## config.mk

```make
export PLATFORM = sky130hd
export DESIGN_NAME = nco_phase_gen
export DESIGN_NICKNAME = d
export VERILOG_FILES = /design/src/rtl/nco_phase_gen.sv
export SDC_FILE = /design/constraint.sdc
export NUM_CORES = 1
export LEC_CHECK = 0
export BUFFER_PORTS_ARGS = -buffer_cell sky130_fd_sc_hd__buf_4
export CORE_MARGIN = 5
export CORE_UTILIZATION = 33
export CTS_BUF_LIST = sky130_fd_sc_hd__clkbuf_4 sky130_fd_sc_hd__clkbuf_8
export DETAILED_ROUTE_END_ITERATION = 8
export PLACE_DENSITY_LB_ADDON = 0.3
export SYNTH_ARGS = -nofsm -noshare
export SYNTH_HDL_FRONTEND = slang
export SYNTH_SLANG_ARGS = --single-unit
export TNS_END_PERCENT = 100
```

## constraint.sdc

```tcl
create_clock -name i_clk -period 6.4 [get_ports i_clk]
set_input_delay 0.64 -clock i_clk [delete_from_list [all_inputs] [get_ports i_clk]]
set_output_delay 0.64 -clock i_clk [all_outputs]
set_load 0.1 [all_outputs]
```

## src/rtl/nco_phase_gen.sv

```systemverilog
// Numerically controlled phase accumulator feeding the sine_wave ROM.
// Each sample strobe adds the current increment (FCW) to a wide phase
// accumulator; the top ADDR_WIDTH bits form the ROM address. New FCWs
// arrive on a valid/ready handshake and are applied either at once or
// through an exponential glide (portamento) toward the requested value.
//
// Handshake: an FCW transfers on any clock edge where i_fcw_valid and
// o_fcw_ready are both high. While ready is low the source keeps valid
// and i_fcw stable; nothing is consumed. Ready is low during a glide
// and while reset is asserted.
module nco_phase_gen #(
    parameter int ACC_WIDTH   = 32,
    parameter int ADDR_WIDTH  = 16,
    parameter int GLIDE_SHIFT = 4
) (
    input  logic                  i_clk,
    input  logic                  i_rst,
    input  logic                  i_en,
    input  logic [ACC_WIDTH-1:0]  i_fcw,
    input  logic                  i_fcw_valid,
    output logic                  o_fcw_ready,
    input  logic                  i_glide_en,
    input  logic                  i_phase_sync,
    output logic [ADDR_WIDTH-1:0] o_addr,
    output logic                  o_addr_valid,
    output logic                  o_wrap,
    output logic                  o_busy
);

    typedef enum logic {
        IDLE  = 1'b0,
        GLIDE = 1'b1
    } state_t;

    state_t                 state;
    state_t                 state_next;
    logic [ACC_WIDTH-1:0]   r_acc;
    logic [ACC_WIDTH-1:0]   r_inc;
    logic [ACC_WIDTH-1:0]   r_target;
    logic [ACC_WIDTH-1:0]   inc_next;
    logic [ACC_WIDTH-1:0]   target_next;
    logic [ACC_WIDTH:0]     acc_sum;
    logic signed [ACC_WIDTH:0] glide_diff;
    logic signed [ACC_WIDTH:0] glide_step;
    logic                   accept;

    assign o_fcw_ready = (state == IDLE) && !i_rst;
    assign o_busy      = (state == GLIDE);
    assign accept      = i_fcw_valid && o_fcw_ready;

    // The address is simply the top of the accumulator; it only moves on
    // a strobe or phase sync, so it holds naturally between strobes.
    assign o_addr = r_acc[ACC_WIDTH-1 -: ADDR_WIDTH];

    // Accumulator add with carry-out; always uses the pre-update increment.
    always_comb begin
        acc_sum    = {1'b0, r_acc} + {1'b0, r_inc};
        glide_diff = $signed({1'b0, r_target}) - $signed({1'b0, r_inc});
        glide_step = glide_diff >>> GLIDE_SHIFT;
    end

    // Next-state logic for the FCW load / glide controller.
    always_comb begin
        state_next  = state;
        inc_next    = r_inc;
        target_next = r_target;
        case (state)
            IDLE: begin
                if (accept) begin
                    if (!i_glide_en) begin
                        inc_next = i_fcw;
                    end else if (i_fcw != r_inc) begin
                        target_next = i_fcw;
                        state_next  = GLIDE;
                    end
                end
            end
            GLIDE: begin
                if (i_en) begin
                    // Arithmetic shift rounds toward -inf, so a downward
                    // glide finishes with unit steps and never undershoots.
                    if (glide_step == '0) begin
                        inc_next   = r_target;
                        state_next = IDLE;
                    end else begin
                        inc_next = r_inc + glide_step[ACC_WIDTH-1:0];
                    end
                end
            end
            default: state_next = IDLE;
        endcase
    end

    // Controller registers.
    always_ff @(posedge i_clk) begin
        if (i_rst) begin
            state    <= IDLE;
            r_inc    <= '0;
            r_target <= '0;
        end else begin
            state    <= state_next;
            r_inc    <= inc_next;
            r_target <= target_next;
        end
    end

    // Phase accumulator and output strobes; phase sync outranks the strobe.
    always_ff @(posedge i_clk) begin
        if (i_rst) begin
            r_acc        <= '0;
            o_addr_valid <= 1'b0;
            o_wrap       <= 1'b0;
        end else if (i_phase_sync) begin
            r_acc        <= '0;
            o_addr_valid <= 1'b1;
            o_wrap       <= 1'b0;
        end else if (i_en) begin
            r_acc        <= acc_sum[ACC_WIDTH-1:0];
            o_addr_valid <= 1'b1;
            o_wrap       <= acc_sum[ACC_WIDTH];
        end else begin
            o_addr_valid <= 1'b0;
            o_wrap       <= 1'b0;
        end
    end

endmodule
```

==> flow_summary_export.csv, run 1 <==
group,metric,value,unit
floorplanning,row_count,62,
detailed_routing,wire_per_inst,19.3,um
clocking,cts_tree,"done",
yosys,syn_nets,1385,
final_layout,multi_input_area,7140,um2
yosys,yosysMostFrequentCell,"nor2_1",
timing,drv_slew,0,
setup_path,path_cells,"inv_1 -> ha_1 -> and2_1 -> nand3_1 -> nor4_1 -> o21bai_1 -> a21oi_1 -> o21ai_0 -> xnor2_1 -> ha_1 -> a21o_1 -> a21oi_1 -> o221ai_1 -> a211oi_1 -> o21ai_0 -> a211oi_1 -> o21ai_0 -> xor2_1 -> mux2i_1 -> a211oi_1",
place,dp.cells,1633,
yosys,synth_area_leaders,"dfxtp_1 21%, ha_1 12%, mux2i_1 6.5%",
grt,gr-total-overflow,0,
yosys,ys_ff_latch,99,
yosys,ys_seq_area_frac,0.205,
clocking,cts.sinks,99,
pwr,power.leakage,4.76,nW
clocking,post_cts_buffers,0,
final_layout,insertedDiodeCount,0,
setup_path,required,6.71,ns
clocking,cts_resized,0,
detailed_routing,first_pass_iters,5,
grt,antenna_found_initial,0,
yosys,synth_top_family_by_area,"compound AO/OA/AOI/OAI gates",
timing,finalClockSkew,0.0111,ns
setup_path,cp_data_arrival_time,6.09,ns
final_layout,drive_above_1_share,0.0798,
timing,clock.fmax,0.173,GHz
yosys,avgSynthCellArea,7.71,um2
timing,fin_crit,5.78,ns
timing,rsz0062_at_grt,"false",
yosys,synth_cell_type_count,78,
pwr,power_density,243,nW/um2
floorplanning,core,28800,um2
grt,grt_pass1_vias,8896,
yosys,async_flop_share,0,
timing,tightest_slew,1.08,ns
timing,setup_tns,0,ns
setup_path,critical_path.max_stage_delay,0.57,ns
floorplanning,die_h,181,um
yosys,muxShareOfSynthArea,0.0654,
pwr,ir_worst_vdd,0.000231,V
yosys,ys_dominant_reg_cell,"dfxtp_1",
final_layout,fillCellCount,3032,
yosys,synth_largest_area_cell,"dfxtp_1",
grt,grt_max_degree,65,
clocking,insertion_delay,0.39,ns
setup_path,crit_path_start_kind,"flip-flop",
yosys,synth.top_cell.area_share,0.205,
final_layout,stdcell_count,1649,
setup_path,crit_fanout,7,
floorplanning,die_area,32800,um2
place,numPortBuffers,57,
min_path,hp-class,"input port to flip-flop",
setup_path,cp-end-kind,"flip-flop",
yosys,synth_area,9650,um2
place,gp_congestion,0.927,
timing,whs,0.479,ns
detailed_routing,num_vias,9432,
yosys,synth_edf_count,0,
setup_path,crit_type,"flip-flop to flip-flop",
clocking,cts_buffers,9,
yosys,synth-compound-area-share,0.251,
clocking,cts_buffer_depth,2,
clocking,root_buffer,"clkbuf_8",
floorplanning,start_util,0.335,
yosys,synthTopCellsByCount,"119 x nor2_1, 101 x nand2_1, 99 x dfxtp_1, 94 x ha_1, 90 x a21oi_1",
clocking,clkTransAtPathRegs,0.11,ns
floorplanning,io_pins,58,
clocking,cts_hold_buf,0,
clocking,htree_levels,3,
yosys,synth_adder_area_share,0.126,
final_layout,finalNetCount,1394,
final_layout,regArea,1980,um2
grt,grtUsageTotal,0.187,
timing,slew_headroom,0.278,
grt,grt_pass1_wl,49600,um
yosys,yosysWarnings,0,
status,outcome,"complete, no violations",
detailed_routing,drc,0,
setup_path,worst_path_max_delay_cell,"nor4_1",
detailed_routing,totalWireLength,31800,um
place,dp_hpwl,24900,um
yosys,synthSimpleGateAreaFrac,0.206,
flow_run,maxCapViolations,0,
yosys,synth_xor_xnor_area_share,0.0908,
detailed_routing,via_per_inst,5.72,
timing,fin_crit_sh,0.904,
timing,setup_viol,0,
final_layout,syn_to_final_growth,9.14,%
detailed_routing,ant_nets,0,
timing,hold_violations,0,
detailed_routing,drt_iter0_drc,709,
yosys,netlist_instances,1251,
floorplanning,die_x,181,um
layout make-up:
| type | count | area share |
|---|---|---|
| multi-input cells | 1029 | 0.678 |
| flip-flops and latches | 99 | 0.188 |
| repair buffers | 66 | 0.0471 |
| well taps | 384 | 0.0456 |
| inverters | 55 | 0.0196 |
| clock buffers | 10 | 0.0125 |
| clock inverters | 6 | 0.00856 |
registers in the layout, summed over array words and instances (netlist names):
name,flops
r_acc,32
r_inc,32
r_target,32
o_addr_valid,1
o_busy,1
o_wrap,1
kinds of logic (layout without fill, tap and decap cells):
group | after synthesis | in the layout
AO/OA/AOI/OAI | 364 | 364
XOR/XNOR | 100 | 100
adder cells (fa/ha/maj) | 96 | 96
buffers and inverters | 123 | 137
flip-flops | 99 | 99
multiplexers | 63 | 63
AND/OR/NAND/NOR | 406 | 406
power by group:
group | internal, W | total [W] | switching (W)
clock network | 0.000226 | 0.000469 | 0.000244
registers | 0.000644 | 0.000689 | 0.0000452
logic | 0.000551 | 0.00140 | 0.000847
path summary, 6_finish.rpt:
check             slack (ns)    startpoint  depth (start not counted)            to
setup / recovery        0.62      r_inc[6]                         20     r_inc[30]
hold / removal          0.48  i_phase_sync                          3  o_addr_valid
setup reg to reg        0.62      r_inc[6]                         20     r_inc[30]
hold reg to reg         0.48      r_acc[4]                          2      r_acc[4]
per-layer routing:
layer	part of all wire	track usage	vias up	routed length (um)
met5	0	0	-	0
met4	0.029	0.0591	0	920
met3	0.061	0.0370	61	1930
met2	0.45	0.302	306	14400
met1	0.46	0.253	4447	14500
li1	-	-	4618	-
critical path: cells and delay by family, from the launching register on:
kind	cells	cell delay, ns
compound gates	11	2.97
simple gates	3	1.02
fa+ha+maj	2	0.74
flops	1	0.46
xor+xnor	2	0.35
mux	1	0.09
buf+inv	1	0.08
placed cells by master (no fill, tap or decap), types with 12 or more instances in the layout:
cell	instances
a211oi_1	23
a31oi_1	17
ha_1	94
nor3_1	26
o21bai_1	16
nand4_1	17
xnor2_1	43
nor4_1	18
a21o_1	37
a21oi_1	90
o21a_1	12
buf_4	66
nor2b_1	12
or3_1	30
mux2i_1	63
nand2_1	101
o21ai_0	73
xor2_1	57
a311oi_1	21
nand3_1	31
dfxtp_1	99
inv_1	54
nor2_1	119
metrics by stage:
step | area, um2 | setup slack [ns] | utilization | power (W)
after floorplan | 9650 | 1.64 | - | 0.00173
after global placement | 10300 | 0.833 | 0.358 | 0.00208
after detailed placement | 10300 | 0.737 | 0.358 | 0.00208
after CTS | 10500 | 0.714 | 0.366 | 0.00256
after global routing | 10500 | 0.123 | 0.366 | 0.00273
final | 10500 | 0.616 | 0.366 | 0.00256
(Power assumes the default switching activity.)
==> run 2: changes to the inputs <==
==> constraint.sdc (replaced) <==
create_clock -name i_clk -period 6.4 [get_ports i_clk]
set_input_delay 0.96 -clock i_clk [delete_from_list [all_inputs] [get_ports i_clk]]
set_output_delay 0.96 -clock i_clk [all_outputs]
set_load 0.1 [all_outputs]
==> flow_summary_export.csv, run 2 (synthesized netlist as in run 1, its figures left out) <==
group,metric,value,unit
final_layout,insertedDiodeCount,0,
pwr,ir_worst_vdd,0.000143,V
detailed_routing,drc,0,
clocking,root_buffer,"clkbuf_8",
timing,rsz0062_at_grt,"false",
setup_path,crit_path_start_kind,"flip-flop",
setup_path,required,6.71,ns
clocking,cts_hold_buf,0,
pwr,power.leakage,4.75,nW
final_layout,syn_to_final_growth,9.13,%
status,outcome,"complete, no violations",
clocking,htree_levels,3,
grt,grt_pass1_wl,49200,um
grt,grt_max_degree,65,
final_layout,fillCellCount,3038,
timing,slew_headroom,0.292,
timing,setup_tns,0,ns
clocking,clkTransAtPathRegs,0.09,ns
place,gp_congestion,0.925,
flow_run,maxCapViolations,0,
clocking,cts_buffers,9,
detailed_routing,wire_per_inst,19.0,um
pwr,power_density,242,nW/um2
setup_path,cp-end-kind,"flip-flop",
detailed_routing,first_pass_iters,5,
place,dp.cells,1633,
grt,grt_pass1_vias,8824,
timing,hold_violations,0,
detailed_routing,num_vias,9387,
detailed_routing,totalWireLength,31300,um
floorplanning,start_util,0.335,
setup_path,crit_cells,20,
setup_path,reg2reg_slack,0.63,ns
detailed_routing,ant_nets,0,
floorplanning,die_x,181,um
min_path,hold_end,"r_acc[4]",
timing,layout_setup_ws,0.635,ns
place,preCtsSetupSlack,0.727,ns
detailed_routing,via_per_inst,5.69,
min_path,holdCritStartpoint,"r_acc[4]",
setup_path,r2r_start,"r_inc[6]",
setup_path,critical_path.max_stage_delay,0.64,ns
grt,grtUsageTotal,0.186,
setup_path,crit_family,"compound AO/OA/AOI/OAI gates",
final_layout,reg.largest.list,"r_acc: 32 flops, r_inc: 32 flops, r_target: 32 flops",
setup_path,crit_type,"flip-flop to flip-flop",
setup_path,r2r_cells,20,
pwr,total_power,0.00255,W
place,placed_cell_area,10300,um2
floorplanning,io_pins,58,
timing,setup_viol,0,
timing,fin_crit_sh,0.901,
setup_path,cp_data_arrival_time,6.08,ns
place,numPortBuffers,57,
place,dp_hpwl,24700,um
timing,fin_crit,5.77,ns
setup_path,worst_path_max_delay_cell,"nor4_1",
clocking,insertion_delay,0.40,ns
final_layout,final_area,10500,um2
floorplanning,core,28800,um2
clocking,cts.sinks,99,
floorplanning,row_count,62,
clocking,cts_buffer_depth,2,
detailed_routing,drt_iter0_drc,766,
clocking,cts_resized,0,
final_layout,multi_input_area,7140,um2
clocking,post_cts_buffers,0,
setup_path,critPathBufInv,1,
floorplanning,die_area,32800,um2
clocking,cts_tree,"done",
final_layout,most-common-layout-cells,"119 x nor2_1, 101 x nand2_1, 99 x dfxtp_1, 94 x ha_1, 90 x a21oi_1",
setup_path,r2r-end,"r_inc[30]",
min_path,hp-class,"flip-flop to flip-flop",
timing,clock.fmax,0.173,GHz
setup_path,crit_fanout,7,
final_layout,drive_above_1_share,0.0798,
timing,drv_slew,0,
timing,finalClockSkew,0.0144,ns
min_path,hold_depth,2,
final_layout,regArea,1980,um2
grt,gr-total-overflow,0,
final_layout,finalNetCount,1394,
timing,tightest_slew,1.06,ns
grt,antenna_found_initial,0,
final_layout,layout_commonest_cell,"nor2_1",
final_layout,stdcell_count,1649,
setup_path,path_cells,"inv_1 -> ha_1 -> and2_1 -> nand3_1 -> nor4_1 -> o21bai_1 -> a21oi_1 -> o21ai_0 -> xnor2_1 -> ha_1 -> a21o_1 -> a21oi_1 -> o221ai_1 -> a211oi_1 -> o21ai_0 -> a211oi_1 -> o21ai_0 -> xor2_1 -> mux2i_1 -> a211oi_1",
floorplanning,die_h,181,um
[run 2: cell types whose count changed in the layout (fill, tap and decap cells not counted), sizes merged]
cell      change
clkinv        -2
clkinvlp      +1
inv           +1
[run 2: tightest hold or removal path: stages, from the launching register on]
cell	delay (ns)
dfxtp_1	0.33
nand2_1	0.06
a21oi_1	0.05
[run 2: how the worst max path moves through the flow]
stage,startpoint,to,slack [ns]
finish,r_inc[6],r_inc[30],0.63
global route,r_inc[6],r_inc[30],0.15
CTS,r_inc[6],r_inc[30],0.65
detailed placement,r_inc[6],r_inc[30],0.73
global placement,r_inc[6],r_inc[30],0.83
floorplan,r_inc[6],r_inc[30],1.64
[run 2: area by class of cell]
cell class | count | area share
multi-input cells | 1029 | 0.679
flip-flops and latches | 99 | 0.188
repair buffers | 66 | 0.0471
well taps | 384 | 0.0456
inverters | 55 | 0.0196
clock buffers | 10 | 0.0125
clock inverters | 6 | 0.00844
[run 2: per-stage QoR]
stage / hold WS, ns / utilization
floorplan: 0.445 / -
finish: 0.480 / 0.366
CTS: 0.488 / 0.366
global route: 0.495 / 0.366
global placement: 0.468 / 0.358
detailed placement: 0.472 / 0.358
[run 2: where the power goes]
| group | internal [W] | switching (W) |
|---|---|---|
| combinational | 0.000551 | 0.000843 |
| clock | 0.000225 | 0.000243 |
| sequential | 0.000644 | 0.0000453 |
| total | 0.00142 | 0.00113 |
[run 2: layer usage]
metal	part of all wire	vias up	GRT usage
li1	-	4623	-
met1	0.46	4419	0.255
met2	0.45	293	0.303
met3	0.059	52	0.0320
met4	0.026	0	0.0483
met5	0	-	0
==> run 3: changes to the inputs <==
Settings changed: PLACE_DENSITY_LB_ADDON 0.3 to unset.
==> flow_summary_export.csv, run 3 (synthesized netlist as in run 1, its figures left out) <==
group,metric,value,unit
detailed_routing,ant_nets,0,
timing,setup_viol,0,
floorplanning,start_util,0.335,
floorplanning,core,28800,um2
status,outcome,"complete, no violations",
clocking,cts_resized,0,
timing,setup_tns,0,ns
timing,hold_violations,0,
clocking,cts_tree,"done",
grt,grt_pass1_wl,49100,um
min_path,hp-class,"flip-flop to flip-flop",
final_layout,drive_above_1_share,0.0814,
clocking,cts.sinks,99,
final_layout,reg.largest.list,"r_acc: 32 flops, r_inc: 32 flops, r_target: 32 flops",
final_layout,utilization,0.366,
floorplanning,die_area,32800,um2
setup_path,crit_fanout,7,
clocking,htree_levels,3,
floorplanning,io_pins,58,
setup_path,crit_path_start_kind,"flip-flop",
clocking,cts_buffer_depth,2,
clocking,root_buffer,"clkbuf_8",
setup_path,r2r_cells,20,
final_layout,insertedDiodeCount,0,
clocking,cts_buffers,9,
clocking,cts_hold_buf,0,
setup_path,critical_path.max_stage_delay,0.47,ns
final_layout,syn_to_final_growth,9.04,%
detailed_routing,first_pass_iters,5,
timing,tightest_slew,1.07,ns
pwr,power_density,239,nW/um2
final_layout,layout_commonest_cell,"nor2_1",
timing,fin_crit,5.71,ns
timing,fin_crit_sh,0.892,
place,dp_hpwl,24600,um
detailed_routing,via_per_inst,5.73,
place,gp_congestion,0.915,
setup_path,path_cells,"inv_1 -> ha_1 -> and2_1 -> nand3_1 -> nor4_2 -> o21bai_1 -> a21oi_1 -> o21ai_0 -> xnor2_1 -> ha_1 -> a21o_1 -> a21oi_1 -> o221ai_1 -> a211oi_1 -> o21ai_0 -> a211oi_1 -> o21ai_0 -> xor2_1 -> mux2i_1 -> a211oi_1",
clocking,post_cts_buffers,0,
final_layout,most-common-layout-cells,"119 x nor2_1, 101 x nand2_1, 99 x dfxtp_1, 94 x ha_1, 90 x a21oi_1",
timing,finalClockSkew,0.0203,ns
floorplanning,row_count,62,
grt,antenna_found_initial,0,
grt,grt_pass1_vias,8843,
timing,drv_slew,0,
timing,slew_headroom,0.287,
setup_path,crit_cells,20,
detailed_routing,totalWireLength,31400,um
setup_path,required,6.68,ns
final_layout,finalNetCount,1395,
setup_path,reg2reg_slack,0.69,ns
place,numPortBuffers,57,
timing,clock.fmax,0.175,GHz
grt,gr-total-overflow,0,
floorplanning,die_x,181,um
setup_path,crit_type,"flip-flop to flip-flop",
setup_path,crit_path_start,"r_inc[7]",
setup_path,cp-end-kind,"flip-flop",
detailed_routing,drt_iter0_drc,853,
detailed_routing,num_vias,9462,
setup_path,critPathBufInv,1,
setup_path,crit_path_end,"r_inc[30]",
setup_path,worst_path_max_delay_cell,"a21oi_1",
setup_path,cp_data_arrival_time,5.99,ns
grt,grtUsageTotal,0.184,
clocking,insertion_delay,0.39,ns
pwr,ir_worst_vdd,0.000102,V
detailed_routing,wire_per_inst,19.0,um
timing,rsz0062_at_grt,"false",
setup_path,crit_family,"compound AO/OA/AOI/OAI gates",
pwr,power.leakage,4.74,nW
detailed_routing,drc,0,
setup_path,r2r_start,"r_inc[7]",
setup_path,r2r-end,"r_inc[30]",
grt,grt_max_degree,65,
clocking,clkTransAtPathRegs,0.11,ns
flow_run,maxCapViolations,0,
floorplanning,die_h,181,um
## run 3: cell count changes in the layout (fill, tap and decap cells not counted), sizes merged
cell / before / now
bufinv: 2 / 1
buf: 66 / 67
clkinvlp: 2 / 3
clkinv: 2 / 3
inv: 55 / 54
## run 3: worst register-to-register path: cells and delay by family (launching register included)
| kind | cells | cell delay [ns] |
|---|---|---|
| xor gates and xnor gates | 2 | 0.36 |
| and+or+nand+nor | 3 | 0.90 |
| buffers and inverters | 1 | 0.07 |
| DFF | 1 | 0.44 |
| muxes | 1 | 0.09 |
| AOI/OAI and AO/OA | 11 | 2.98 |
| adders and majority gates | 2 | 0.75 |
## run 3: worst min-delay path by stage
stage | from | end | slack (ns) | cells past startpoint
final | r_acc[4] | r_acc[4] | 0.48 | 2
after floorplan | r_acc[4] | r_acc[4] | 0.45 | 2
after CTS | r_acc[4] | r_acc[4] | 0.48 | 2
after global routing | r_acc[4] | r_acc[4] | 0.52 | 2
after detailed placement | r_acc[4] | r_acc[4] | 0.47 | 2
after global placement | r_acc[4] | r_acc[4] | 0.47 | 2
## run 3: where the power goes
part / total, W / internal, W / leakage (nW) / switching, W
registers: 0.000690 / 0.000644 / 0.805 / 0.0000466
logic: 0.00140 / 0.000553 / 3.85 / 0.000844
clock network: 0.000428 / 0.000185 / 0.0919 / 0.000243
total: 0.00252 / 0.00138 / 4.74 / 0.00113
## run 3: final cells by class
type | count | area (um2)
clock buffers | 10 | 131
well taps | 384 | 480
inverters | 55 | 206
multi-input cells | 1029 | 7150
repair buffers | 67 | 503
flip-flops and latches | 99 | 1980
clock inverters | 6 | 66.3
fillers | 3026 | 18300
## run 3: metal layers
metal | track usage | wire length, um | vias up
li1 | - | - | 4624
met1 | 0.250 | 14400 | 4511
met2 | 0.298 | 14400 | 290
met3 | 0.0462 | 2100 | 37
met4 | 0.0369 | 519 | 0
met5 | 0 | 0 | -
## run 3: through the flow
stage | instance area, um2 | power (W) | setup WS, ns | hold WS, ns | cells
after global placement | 10300 | 0.00207 | 0.868 | 0.467 | 1634
final | 10500 | 0.00252 | 0.694 | 0.485 | 1650
after detailed placement | 10300 | 0.00207 | 0.637 | 0.470 | 1634
after floorplan | 9650 | 0.00173 | 1.64 | 0.445 | 1251
after CTS | 10500 | 0.00251 | 0.558 | 0.485 | 1650
after global routing | 10500 | 0.00269 | 0.129 | 0.522 | 1650
